## src/rtl/mbist_chan_mux_if.sv

```systemverilog
// Channel-side and output-side handshake bundle for the MBIST channel multiplexer.
// The master is the environment (sources plus downstream sink); the slave is the mux.
interface mbist_chan_mux_if #(
    parameter int DATA_WIDTH = 8,
    parameter int NUM_CH     = 4
);
    logic [NUM_CH*DATA_WIDTH-1:0] data_in;
    logic [NUM_CH-1:0]            in_valid;
    logic [NUM_CH-1:0]            in_ready;
    logic [DATA_WIDTH-1:0]        data_out;
    logic                         out_valid;
    logic                         out_ready;

    modport master (
        output data_in, in_valid, out_ready,
        input  in_ready, data_out, out_valid
    );

    modport slave (
        input  data_in, in_valid, out_ready,
        output in_ready, data_out, out_valid
    );
endinterface

```

## src/rtl/mbist_chan_mux.sv

```systemverilog
// Registered N:1 channel mux, manual select or round-robin scan; optional beat counter under MBIST_MUX_BEAT_CNT_EN.
// Latency: 1 cycle from accept to out_valid; sustains 1 beat per cycle.
// Backpressure: the selected channel is ready only when the output register is empty or draining.
module mbist_chan_mux #(
    parameter  int DATA_WIDTH = 8,
    parameter  int NUM_CH     = 4,
    localparam int SEL_W      = $clog2(NUM_CH)
) (
    input  logic                 clk,
    input  logic                 rst,
    mbist_chan_mux_if.slave      bus,
    input  logic                 mode,
    input  logic [SEL_W-1:0]     sel_req,
    input  logic                 sel_load,
    output logic [SEL_W-1:0]     cur_sel,
    output logic                 sel_err
`ifdef MBIST_MUX_BEAT_CNT_EN
    ,
    input  logic                 cnt_clr,
    output logic [15:0]          beat_cnt
`endif
);

    localparam logic [SEL_W:0]   CH_LIMIT = (SEL_W+1)'(NUM_CH);
    localparam logic [SEL_W-1:0] LAST_CH  = SEL_W'(NUM_CH - 1);

    logic [SEL_W-1:0]      sel_q;
    logic [SEL_W-1:0]      sel_d;
    logic                  vld_q;
    logic [DATA_WIDTH-1:0] dat_q;
    logic                  err_q;
    logic [DATA_WIDTH-1:0] ch_dat;
    logic [NUM_CH-1:0]     rdy;
    logic                  take;
    logic                  accept;
    logic                  load_ok;
    logic                  load_bad;

    always_comb begin
        take     = !vld_q || bus.out_ready;
        ch_dat   = bus.data_in[sel_q*DATA_WIDTH +: DATA_WIDTH];
        rdy      = '0;
        if (!rst && take) begin
            rdy[sel_q] = 1'b1;
        end
        accept   = !rst && take && bus.in_valid[sel_q];
        load_ok  = sel_load && ({1'b0, sel_req} < CH_LIMIT);
        load_bad = sel_load && !load_ok;

        // An explicit load overrides the scan step; the beat still comes from sel_q.
        sel_d = sel_q;
        if (load_ok) begin
            sel_d = sel_req;
        end else if (mode && accept) begin
            sel_d = (sel_q == LAST_CH) ? '0 : sel_q + 1'b1;
        end
    end

    always_ff @(posedge clk) begin
        if (rst) begin
            sel_q <= '0;
            vld_q <= 1'b0;
            dat_q <= '0;
            err_q <= 1'b0;
        end else begin
            sel_q <= sel_d;
            err_q <= load_bad;
            if (accept) begin
                vld_q <= 1'b1;
                dat_q <= ch_dat;
            end else if (bus.out_ready) begin
                vld_q <= 1'b0;
            end
        end
    end

    assign bus.in_ready  = rdy;
    assign bus.data_out  = dat_q;
    assign bus.out_valid = vld_q;
    assign cur_sel       = sel_q;
    assign sel_err       = err_q;

`ifdef MBIST_MUX_BEAT_CNT_EN
    logic [15:0] beat_cnt_q;

    // Clear beats a same-cycle delivery; the count sticks at all-ones.
    always_ff @(posedge clk) begin
        if (rst || cnt_clr) begin
            beat_cnt_q <= '0;
        end else if (vld_q && bus.out_ready && (beat_cnt_q != 16'hFFFF)) begin
            beat_cnt_q <= beat_cnt_q + 16'd1;
        end
    end

    assign beat_cnt = beat_cnt_q;
`endif

endmodule

```

## src/flat_wrapper.sv

```systemverilog
// flat-port wrapper written by rule: the top's interface ports become plain ports
module mbist_chan_mux_flat 
#(
    parameter  int DATA_WIDTH = 8,
    parameter  int NUM_CH     = 4,
    localparam int SEL_W      = $clog2(NUM_CH)
)
  (clk, rst, mode, sel_req, sel_load, cur_sel, sel_err, bus_data_in, bus_in_valid, bus_out_ready, bus_in_ready, bus_data_out, bus_out_valid);
  mbist_chan_mux_if #(.DATA_WIDTH(DATA_WIDTH), .NUM_CH(NUM_CH)) bus_i ();
  input  logic clk;
  input  logic rst;
  input  logic mode;
  input  logic [SEL_W-1:0] sel_req;
  input  logic sel_load;
  output logic [SEL_W-1:0] cur_sel;
  output logic sel_err;
  input wire logic [$bits(bus_i.data_in)-1:0] bus_data_in;
  input wire logic [$bits(bus_i.in_valid)-1:0] bus_in_valid;
  input wire logic [$bits(bus_i.out_ready)-1:0] bus_out_ready;
  output wire logic [$bits(bus_i.in_ready)-1:0] bus_in_ready;
  output wire logic [$bits(bus_i.data_out)-1:0] bus_data_out;
  output wire logic [$bits(bus_i.out_valid)-1:0] bus_out_valid;
  assign bus_i.data_in = bus_data_in;
  assign bus_i.in_valid = bus_in_valid;
  assign bus_i.out_ready = bus_out_ready;
  assign bus_in_ready = bus_i.in_ready;
  assign bus_data_out = bus_i.data_out;
  assign bus_out_valid = bus_i.out_valid;
  mbist_chan_mux #(.DATA_WIDTH(DATA_WIDTH), .NUM_CH(NUM_CH)) u_core (.clk(clk), .rst(rst), .bus(bus_i), .mode(mode), .sel_req(sel_req), .sel_load(sel_load), .cur_sel(cur_sel), .sel_err(sel_err));
endmodule
```

## config.mk

```make
export PLATFORM = sky130hd
export DESIGN_NAME = mbist_chan_mux_flat
export DESIGN_NICKNAME = d
export VERILOG_FILES = /design/src/rtl/mbist_chan_mux_if.sv /design/src/rtl/mbist_chan_mux.sv /design/src/flat_wrapper.sv
export SDC_FILE = /design/constraint.sdc
export NUM_CORES = 1
export LEC_CHECK = 0
export CAP_MARGIN = 20
export CORE_MARGIN = 4
export CORE_UTILIZATION = 30
export CTS_BUF_LIST = sky130_fd_sc_hd__clkbuf_8
export CTS_CLUSTER_SIZE = 16
export DETAILED_ROUTE_END_ITERATION = 8
export GPL_TIMING_DRIVEN = 0
export PLACE_DENSITY_LB_ADDON = 0.15
export SYNTH_ARGS = -nofsm -noshare
export SYNTH_HDL_FRONTEND = slang
export SYNTH_SLANG_ARGS = --single-unit
```

## constraint.sdc

```tcl
create_clock -name clk -period 2.3 [get_ports clk]
set_clock_uncertainty 0.05 [all_clocks]
set_input_delay 0.46 -clock clk [delete_from_list [all_inputs] [get_ports clk]]
set_output_delay 0.46 -clock clk [all_outputs]
set_load 0.01 [all_outputs]
```

==> results of run 1 <==
[cells by family after synthesis]
| group | Yosys count |
|---|---|
| compound gates | 23 |
| fa+ha+maj | 4 |
| buf+inv | 23 |
| flops | 11 |
| mux | 11 |
| other cells | 1 |
| simple gates | 15 |
[repair_timing]
| item | 4_1_cts | 5_1_grt |
|---|---|---|
| pin swaps | 0 | 0 |
| endpoints found under the setup margin | 4 | 3 |
| resized for setup | 17 | 2 |
[stage by stage]
stage,utilization [%],setup slack [ps],TNS (ps),total power [µW],hold WS (ps)
floorplan,-,553,0,371,483
global placement,53.6,-579,-2270,509,473
detailed placement,53.6,-567,-2230,512,480
CTS,56.3,38.2,0,707,495
global route,56.4,32.5,0,743,511
finish,56.4,93.8,0,702,492
[layer usage]
| layer | up-vias | GRT usage (%) | part of all wire, % |
|---|---|---|---|
| met5 | - | 0 | 0 |
| met2 | 35 | 23.6 | 51 |
| met3 | 2 | 2.48 | 6.4 |
| met1 | 435 | 17.7 | 42 |
| met4 | 0 | 5.45 | 1.0 |
| li1 | 450 | - | - |
[area by class of cell]
cell class	count	share of cell area [%]
Clock inverter	1	0.241
Timing Repair Buffer	57	36.4
Inverter	12	2.90
Clock buffer	3	2.65
Buffer	10	5.95
Tap cell	31	2.49
Multi-Input combinational cell	54	35.2
Sequential cell	11	14.2
[cell usage in the layout (no fill, tap or decap), drive strengths merged, types with 2 or more instances in the layout]
cell type       n
inv            13
mux4            9
a211oi          2
a21oi          10
a31o            9
ha              4
dfxtp          11
clkdlybuf4s50  53
buf             4
and3            4
a311oi          2
dlygate4sd2     4
clkbuf          9
nand4           8
[where the power goes]
part | total, µW | switching [µW] | leakage [µW] | internal [µW]
Sequential | 223 | 14.3 | 0.0000906 | 209
Combinational | 291 | 108 | 0.000488 | 183
Clock | 189 | 71.6 | 0.0000269 | 117
Total | 702 | 194 | 0.000605 | 509
[path summary, 6_finish.rpt]
path | start | end | slack, ps
setup / recovery | bus_out_ready | bus_in_ready[1] | 90
hold / removal | u_core.bus.data_out[7]$_SDFFE_PP0P_ | u_core.bus.data_out[7]$_SDFFE_PP0P_ | 490
setup reg to reg | u_core.cur_sel[0]$_SDFFE_PP0P_ | u_core.bus.data_out[2]$_SDFFE_PP0P_ | 630
hold reg to reg | u_core.bus.data_out[7]$_SDFFE_PP0P_ | u_core.bus.data_out[7]$_SDFFE_PP0P_ | 490
[state kept, by name, summed over array words and instances (netlist names)]
signal and flops:
u_core.bus.out_valid 1, u_core.bus.data_out 8, u_core.cur_sel 2
[worst max-delay path: cells and delay by family]
kind                   cells  cell delay [ps]
AND/OR/NAND/NOR            2              340
buffers and inverters      3              900
==> results.ini, run 1 <==
[outcome]
outcome=complete, no violations

[global_routing]
grt_max_degree=11
grt_use_total_pct=14.0
grt_pass1_vias=917
grt_antenna_before_repair=0
grt_pass1_wl_um=3980
grt-ovfl-total=0

[synthesis]
synthSimpleGateAreaFrac_pct=10.6
syn-num-nets=135
synth_area_leaders=dfxtp_1, mux4_2, a31o_1
synthCells=88
yosys-top-cells-count=dfxtp_1, inv_1, a21oi_1, a31o_1
yosysUniqueCellTypes=25
seq_area_frac_synth_pct=25.3
synth_compound_area_share_pct=19.0
synth.area.mux_share_pct=26.2
synth_top_family_by_area=multiplexers
synthesis.area_um2=870
synthAdderAreaFrac_pct=5.76
synth_area_leader_cell=dfxtp_1
async_reset_ff_share_pct=0
synth-edff-count=0
synth_flop_cell=dfxtp_1
synth_xor_area_share_pct=0
synth_area_per_cell_um2=9.88
synth-seq-cells=11
synth.top_cell.area_share_pct=25.3
synth-warning-count=0

[min_path]
hold_class=reg2reg
holdPathStages=3

[layout]
design_area_um2=1560
area_growth_pct=78.8
multi_input_area_um2=547
drive_gt1_share_pct=16.9
antenna_cells=0
nets=196
regArea_um2=221
final_cells=179
fillers=243

[setup_path]
critPathSlowestCell=clkdlybuf4s50_1
critPathMaxStageDelay_ps=460
arrival_ps=1700
worstPathMaxFanout=10
crit_required_ps=1790
reg2regPathDepth=5
path_class=in2out
startpoint_type=primary input
path_cells=clkdlybuf4s50_1, nand2b_4, clkbuf_8, and3_1, dlygate4sd2_1
end_kind=output pin

[detailed_routing]
drc=0
detail-route-antenna-nets=0
post_drt_wl_per_cell_um=14.3
vias=922
drtIter0Drc=32
drtPass1Iterations=4
wl_um=2550
routed_via_density=5.15

[floorplanning]
die_width_um=61.8
core_region_area_um2=2760
die_area_um2=3820
rows=19
start_util_pct=31.5
ioPinCount=59
die_y_um=61.8

[clocking]
clkTransAtPathRegs_ps=50
cts.sinks=11
postCtsSetupRepairBufs=0
clk_latency_ps=230
cts_buffers=3
cts_tree=yes
hold_buffers=0
clockBufferDepth=2
root_buffer=clkbuf_8
cts_htree_levels=1

[timing]
post-route-min-period_ps=2210
setup_viol=0
rsz0062_at_grt=no
drv_slew=0
finalHoldViolations=0
fin_crit_sh_pct=95.9
fmax_mhz=453

[run]
cap_violations=0

[placement]
dpl.cell_count=176
dp_hpwl_um=2070
portBuffers=57
placed_area_um2=1480
place_congestion=0.831

[power]
p_leak_uw=0.000605
max-vdd-ir-drop_uv=342
powerDensity_nw_per_um2=452

No activity file was read; power rests on OpenSTA's default activity.
==> inputs of run 2 (changes only) <==
==> constraint.sdc (replaced) <==
create_clock -name clk -period 2.55 [get_ports clk]
set_clock_uncertainty 0.05 [all_clocks]
set_input_delay 0.51 -clock clk [delete_from_list [all_inputs] [get_ports clk]]
set_output_delay 0.51 -clock clk [all_outputs]
set_load 0.02 [all_outputs]
==> results.ini, run 2 (synthesized netlist as in run 1, its figures left out) <==
[clocking]
clk_latency_ps=240  ; was 230 ps
cts_tree=yes  ; unchanged
cts.sinks=11  ; unchanged
postCtsSetupRepairBufs=0  ; unchanged
root_buffer=clkbuf_8  ; unchanged
clkTransAtPathRegs_ps=50  ; about the same
cts_htree_levels=1  ; unchanged
clockBufferDepth=2  ; unchanged
cts_buffers=3  ; unchanged

[layout]
antenna_cells=0  ; unchanged
design_area_um2=1530  ; was 1560 µm²
final_common_cell=clkdlybuf4s50_1  ; unchanged
drive_gt1_share_pct=16.2  ; was 16.9%
fillers=245  ; was 243
largest_register_ffs=8  ; unchanged
multi_input_area_um2=542  ; was 547 µm²
area_growth_pct=76.1  ; was 78.8%
nets=196  ; unchanged
final_cell_mix=clkdlybuf4s50_1, inv_1, dfxtp_1  ; unchanged
regArea_um2=220  ; was 221 µm²

[detailed_routing]
drtPass1Iterations=4  ; unchanged
drc=0  ; unchanged
vias=921  ; was 922
wl_um=2540  ; was 2550 µm
detail-route-antenna-nets=0  ; unchanged
routed_via_density=5.15  ; about the same
post_drt_wl_per_cell_um=14.2  ; was 14.3 µm
drtIter0Drc=32  ; unchanged

[setup_path]
arrival_ps=1860  ; was 1700 ps
worstPathMaxFanout=10  ; unchanged
end_kind=output pin  ; unchanged
path_class=in2out  ; unchanged
r2r_start=u_core.cur_sel[0]$_SDFFE_PP0P_  ; unchanged
crit_start=bus_out_ready  ; unchanged
startpoint_type=primary input  ; unchanged
crit_required_ps=1990  ; was 1790 ps

[floorplanning]
die_area_um2=3820  ; unchanged
start_util_pct=31.5  ; unchanged
ioPinCount=59  ; unchanged
rows=19  ; unchanged
die_y_um=61.8  ; unchanged
core_region_area_um2=2760  ; unchanged
die_width_um=61.8  ; unchanged

[timing]
setup_viol=0  ; unchanged
finalHoldViolations=0  ; unchanged
fmax_mhz=413
fin_crit_sh_pct=95.0
hold_ws_ps=491  ; was 492 ps
rsz0062_at_grt=no  ; unchanged
drv_slew=0  ; unchanged
post-route-min-period_ps=2420

[outcome]
outcome=complete, no violations  ; unchanged

[power]
max-vdd-ir-drop_uv=317  ; was 342 µV
p_leak_uw=0.000593  ; was 0.000605 µW
powerDensity_nw_per_um2=421  ; was 452 nW/µm²

[global_routing]
grt_antenna_before_repair=0  ; unchanged
grt_pass1_vias=917  ; unchanged
grt_use_total_pct=14.0  ; unchanged
grt_max_degree=11  ; unchanged
grt-ovfl-total=0  ; unchanged
grt_pass1_wl_um=3980  ; unchanged

[min_path]
min-delay-start=u_core.bus.data_out[4]$_SDFFE_PP0P_  ; was u_core.bus.data_out[7]$_SDFFE_PP0P_
hold_class=reg2reg  ; unchanged

[placement]
placed_area_um2=1480  ; unchanged
place_congestion=0.831  ; unchanged
portBuffers=57  ; unchanged
dp_hpwl_um=2070  ; unchanged

[run]
cap_violations=0  ; unchanged

-- run 2: cell types whose count changed in the layout (fill, tap and decap cells not counted) --
cell	delta
buf_4	-1
dfxtp_1	+1
clkbuf_8	-2
nand2b_2	+1
clkbuf_4	+1
nand2b_4	-1
clkbuf_2	+2
dfxtp_2	-1
-- run 2: stage by stage --
step / TNS (ps) / std cells / utilization (%) / worst slack [ps] / power [µW]
final: 0 / 179 / 55.5 / 128 / 645
after global routing: 0 / 179 / 55.5 / 53.6 / 679
after CTS: 0 / 179 / 55.3 / 35.3 / 646
after detailed placement: -1900 / 176 / 53.6 / -485 / 477
after global placement: -1950 / 176 / 53.6 / -497 / 474
after floorplan: 0 / 88 / - / 641 / 350
-- run 2: metal layers --
layer	vias to the layer above	part of all wire [%]	track usage, %
li1	448	-	-
met1	434	42	17.7
met2	35	50	23.6
met3	4	6.3	2.48
met4	0	1.5	5.45
met5	-	0	0
-- run 2: final timing paths --
check	to	cells after the start	slack, ps
min reg2reg	u_core.bus.data_out[4]$_SDFFE_PP0P_	3	490
min	u_core.bus.data_out[4]$_SDFFE_PP0P_	3	490
max	bus_in_ready[1]	5	130
max reg2reg	u_core.bus.data_out[2]$_SDFFE_PP0P_	5	780
-- run 2: repair_timing --
| item | in CTS | in global routing |
|---|---|---|
| cloned | 0 | 0 |
| hold buffers | 0 | 0 |
| resized for setup | 9 | 5 |
| pin swaps | 0 | 0 |
| endpoints found under the setup margin | 4 | 4 |
-- run 2: power breakdown --
| group | internal (µW) | switching (µW) |
|---|---|---|
| registers | 188 | 12.2 |
| clock network | 106 | 66.3 |
| logic | 161 | 112 |
| total | 454 | 190 |
-- run 2: final cells by class --
cell class,count,area share [%]
Clock buffer,3,2.70
Tap cell,31,2.53
Buffer,10,4.90
Timing Repair Buffer,57,36.9
Clock inverter,1,0.245
Inverter,12,2.94
Multi-Input combinational cell,54,35.4
Sequential cell,11,14.4
-- run 2: worst max-delay path, cell delays in order --
cell and delay, ps:
clkdlybuf4s50_1 450, nand2b_2 170, clkbuf_4 220, and3_1 180
dlygate4sd2_1 330
==> inputs of run 3 (changes only) <==
Settings changed: ABC_AREA set to 1.
==> results.ini, run 3 <==
[outcome]
outcome=complete, no violations  ; unchanged

[synthesis]
synth_flop_cell=dfxtp_1  ; unchanged
yosys-top-cells-count=nor2_1, o21ai_0, dfxtp_1  ; was dfxtp_1, inv_1, a21oi_1, a31o_1
seq_area_frac_synth_pct=26.5  ; was 25.3%
yosysUniqueCellTypes=20  ; was 25
synth-warning-count=0  ; unchanged
synth_area_leaders=dfxtp_1, nor2_1, o21ai_0  ; was dfxtp_1, mux4_2, a31o_1
async_reset_ff_share_pct=0  ; unchanged
synth_area_leader_cell=dfxtp_1  ; unchanged
synth.top_cell.area_share_pct=26.5  ; was 25.3%
synth-edff-count=0  ; unchanged
syn-num-nets=174  ; was 135
synth_area_per_cell_um2=6.53  ; was 9.88 µm²
synthesis.area_um2=830  ; was 870 µm²
synthCells=127  ; was 88
synth-seq-cells=11  ; unchanged
synth.most_common_cell=nor2_1

[setup_path]
crit_required_ps=1990  ; about the same
critPathSlowestCell=clkdlybuf4s50_1  ; unchanged
crit_path_end=bus_in_ready[2]  ; was bus_in_ready[1]
r2r_start=u_core.cur_sel[1]$_SDFFE_PP0P_  ; was u_core.cur_sel[0]$_SDFFE_PP0P_
r2r_slack_ps=950  ; was 780 ps
cp_num_cells=6  ; was 5
worstReg2RegEnd=u_core.cur_sel[1]$_SDFFE_PP0P_  ; was u_core.bus.data_out[2]$_SDFFE_PP0P_
cpLargestDelayFamily=buffers and inverters  ; unchanged
worstPathMaxFanout=5  ; was 10
path_class=in2out  ; unchanged
startpoint_type=primary input  ; unchanged
end_kind=output pin  ; unchanged
reg2regPathDepth=8  ; was 5
path_cells=clkdlybuf4s50_1, inv_1, a21oi_1, inv_1, nor2_1, dlygate4sd2_1  ; was clkdlybuf4s50_1, nand2b_2, clkbuf_4, and3_1, dlygate4sd2_1
path_buf_inv=4  ; was 3
crit_start=bus_out_ready  ; unchanged
crit_top_cell=inv_1
arrival_ps=1800  ; was 1860 ps
critPathMaxStageDelay_ps=450  ; about the same

[timing]
finalHoldViolations=0  ; unchanged
setup_tns_ps=0  ; unchanged
drv_slew=0  ; unchanged
rsz0062_at_grt=no  ; unchanged
post-route-min-period_ps=2360  ; was 2420 ps
setup_viol=0  ; unchanged
fmax_mhz=424  ; was 413 MHz
fin_crit_sh_pct=92.5  ; was 95.0%

[global_routing]
grt_pass1_vias=1008  ; was 917
grt-ovfl-total=0  ; unchanged
grt_use_total_pct=15.8  ; was 14.0%
grt_antenna_before_repair=0  ; unchanged
grt_max_degree=12  ; was 11
grt_pass1_wl_um=4370  ; was 3980 µm

[detailed_routing]
vias=1037  ; was 921
drtIter0Drc=37  ; was 32
drc=0  ; unchanged
detail-route-antenna-nets=0  ; unchanged
drtPass1Iterations=4  ; unchanged
post_drt_wl_per_cell_um=12.9  ; was 14.2 µm
wl_um=2810  ; was 2540 µm
routed_via_density=4.76  ; was 5.15

[layout]
largest_register_ffs=8  ; unchanged
final_common_cell=clkdlybuf4s50_1  ; unchanged
nets=236  ; was 196
area_growth_pct=78.1  ; was 76.1%
antenna_cells=0  ; unchanged
final_cells=218  ; was 179
design_area_um2=1480  ; was 1530 µm²
drive_gt1_share_pct=9.57  ; was 16.2%
utilization_pct=57.6  ; was 55.5%
final_cell_mix=clkdlybuf4s50_1, nor2_1, o21ai_0  ; was clkdlybuf4s50_1, inv_1, dfxtp_1

[placement]
portBuffers=57  ; unchanged
dp_hpwl_um=2250  ; was 2070 µm
dpl.cell_count=214  ; was 176
placed_area_um2=1440  ; was 1480 µm²
place_congestion=0.791  ; was 0.831

[clocking]
postCtsSetupRepairBufs=0  ; unchanged
cts_tree=yes  ; unchanged
clk_latency_ps=230  ; was 240 ps
cts_htree_levels=1  ; unchanged
clockBufferDepth=2  ; unchanged
root_buffer=clkbuf_8  ; unchanged
cts.sinks=11  ; unchanged
clkTransAtPathRegs_ps=50  ; about the same
cts_buffers=3  ; unchanged

[min_path]
hold_class=reg2reg  ; unchanged

[floorplanning]
ioPinCount=59  ; unchanged
die_area_um2=3670  ; was 3820 µm²
die_width_um=60.6  ; was 61.8 µm
start_util_pct=32.3  ; was 31.5%
rows=18  ; was 19
die_y_um=60.6  ; was 61.8 µm
core_region_area_um2=2570  ; was 2760 µm²

[power]
max-vdd-ir-drop_uv=353  ; was 317 µV
pwr-share-comb_pct=44.1  ; was 42.3%
internal-power_uw=446  ; was 454 µW
powerDensity_nw_per_um2=450  ; was 421 nW/µm²
p_leak_uw=0.000651  ; was 0.000593 µW
seqPwrFrac_pct=30.8  ; was 31.0%
p_sw_uw=220  ; was 190 µW
clkPwrFrac_pct=25.1  ; was 26.7%
swShare_pct=33.0  ; was 29.5%

[run]
cap_violations=0  ; unchanged

[run 3: what timing repair did]
item,CTS,global route
hold buffers,0,0
endpoints found under the setup margin,4,0
gates resized for setup,4,0
[run 3: stage by stage]
step                      total power, µW  hold slack (ps)  setup slack (ps)
final                                 666              432               192
after global routing                  710              465              27.8
after CTS                             669              434               164
after detailed placement              504              429              -111
after global placement                500              420             -95.1
after floorplan                       362              496               734
[run 3: power by group through the flow]
| stage | Clock, µW | Combinational [µW] | Sequential (µW) |
|---|---|---|---|
| CTS | 169 | 296 | 205 |
| finish | 167 | 294 | 205 |
| global route | 178 | 325 | 207 |
| detailed placement | 0 | 297 | 208 |
| floorplan | 0 | 131 | 231 |
| global placement | 0 | 293 | 208 |
[run 3: logic make-up after synthesis]
kind of cell	count (synthesis)	synth area share (%)
AND/OR/NAND/NOR	56	31.2
flip-flops	11	26.5
AO/OA/AOI/OAI	37	23.8
other	1	0.452
adder cells (fa/ha/maj)	4	6.03
buffers and inverters	18	11.9
[run 3: worst min path at each step]
stage	startpoint	to	slack, ps	cells after the start
3_5_place_dp	u_core.bus.out_valid$_SDFFE_PP0P_	u_core.bus.out_valid$_SDFFE_PP0P_	430	2
4_1_cts	u_core.bus.out_valid$_SDFFE_PP0P_	u_core.bus.out_valid$_SDFFE_PP0P_	430	2
2_1_floorplan	u_core.bus.out_valid$_SDFFE_PP0P_	u_core.bus.out_valid$_SDFFE_PP0P_	500	2
5_1_grt	u_core.bus.out_valid$_SDFFE_PP0P_	u_core.bus.out_valid$_SDFFE_PP0P_	470	2
3_3_place_gp	u_core.bus.out_valid$_SDFFE_PP0P_	u_core.bus.out_valid$_SDFFE_PP0P_	420	2
6_report	u_core.bus.out_valid$_SDFFE_PP0P_	u_core.bus.out_valid$_SDFFE_PP0P_	430	2
[run 3: layer usage]
metal / global-route usage, % / wire length (µm) / vias to the layer above
met1: 19.0 / 1190 / 454
met2: 26.4 / 1360 / 39
met5: 0 / 0 / -
li1: - / - / 537
met4: 7.43 / 61 / 0
met3: 3.62 / 197 / 7
[run 3: layout make-up]
cell class	count	area (µm²)
Tap cell	30	37.5
Buffer	7	55.1
Timing Repair Buffer	57	566
Clock buffer	3	41.3
Fill cell	264	1090
Clock inverter	1	3.75
Multi-Input combinational cell	98	510
Inverter	11	43.8
Sequential cell	11	220
[run 3: worst register-to-register path, delay by kind of cell (launching register included)]
| kind | cells | cell delay [ps] |
|---|---|---|
| compound gates | 1 | 110 |
| fa+ha+maj | 1 | 290 |
| buf+inv | 3 | 510 |
| flops | 1 | 380 |
| simple gates | 3 | 160 |
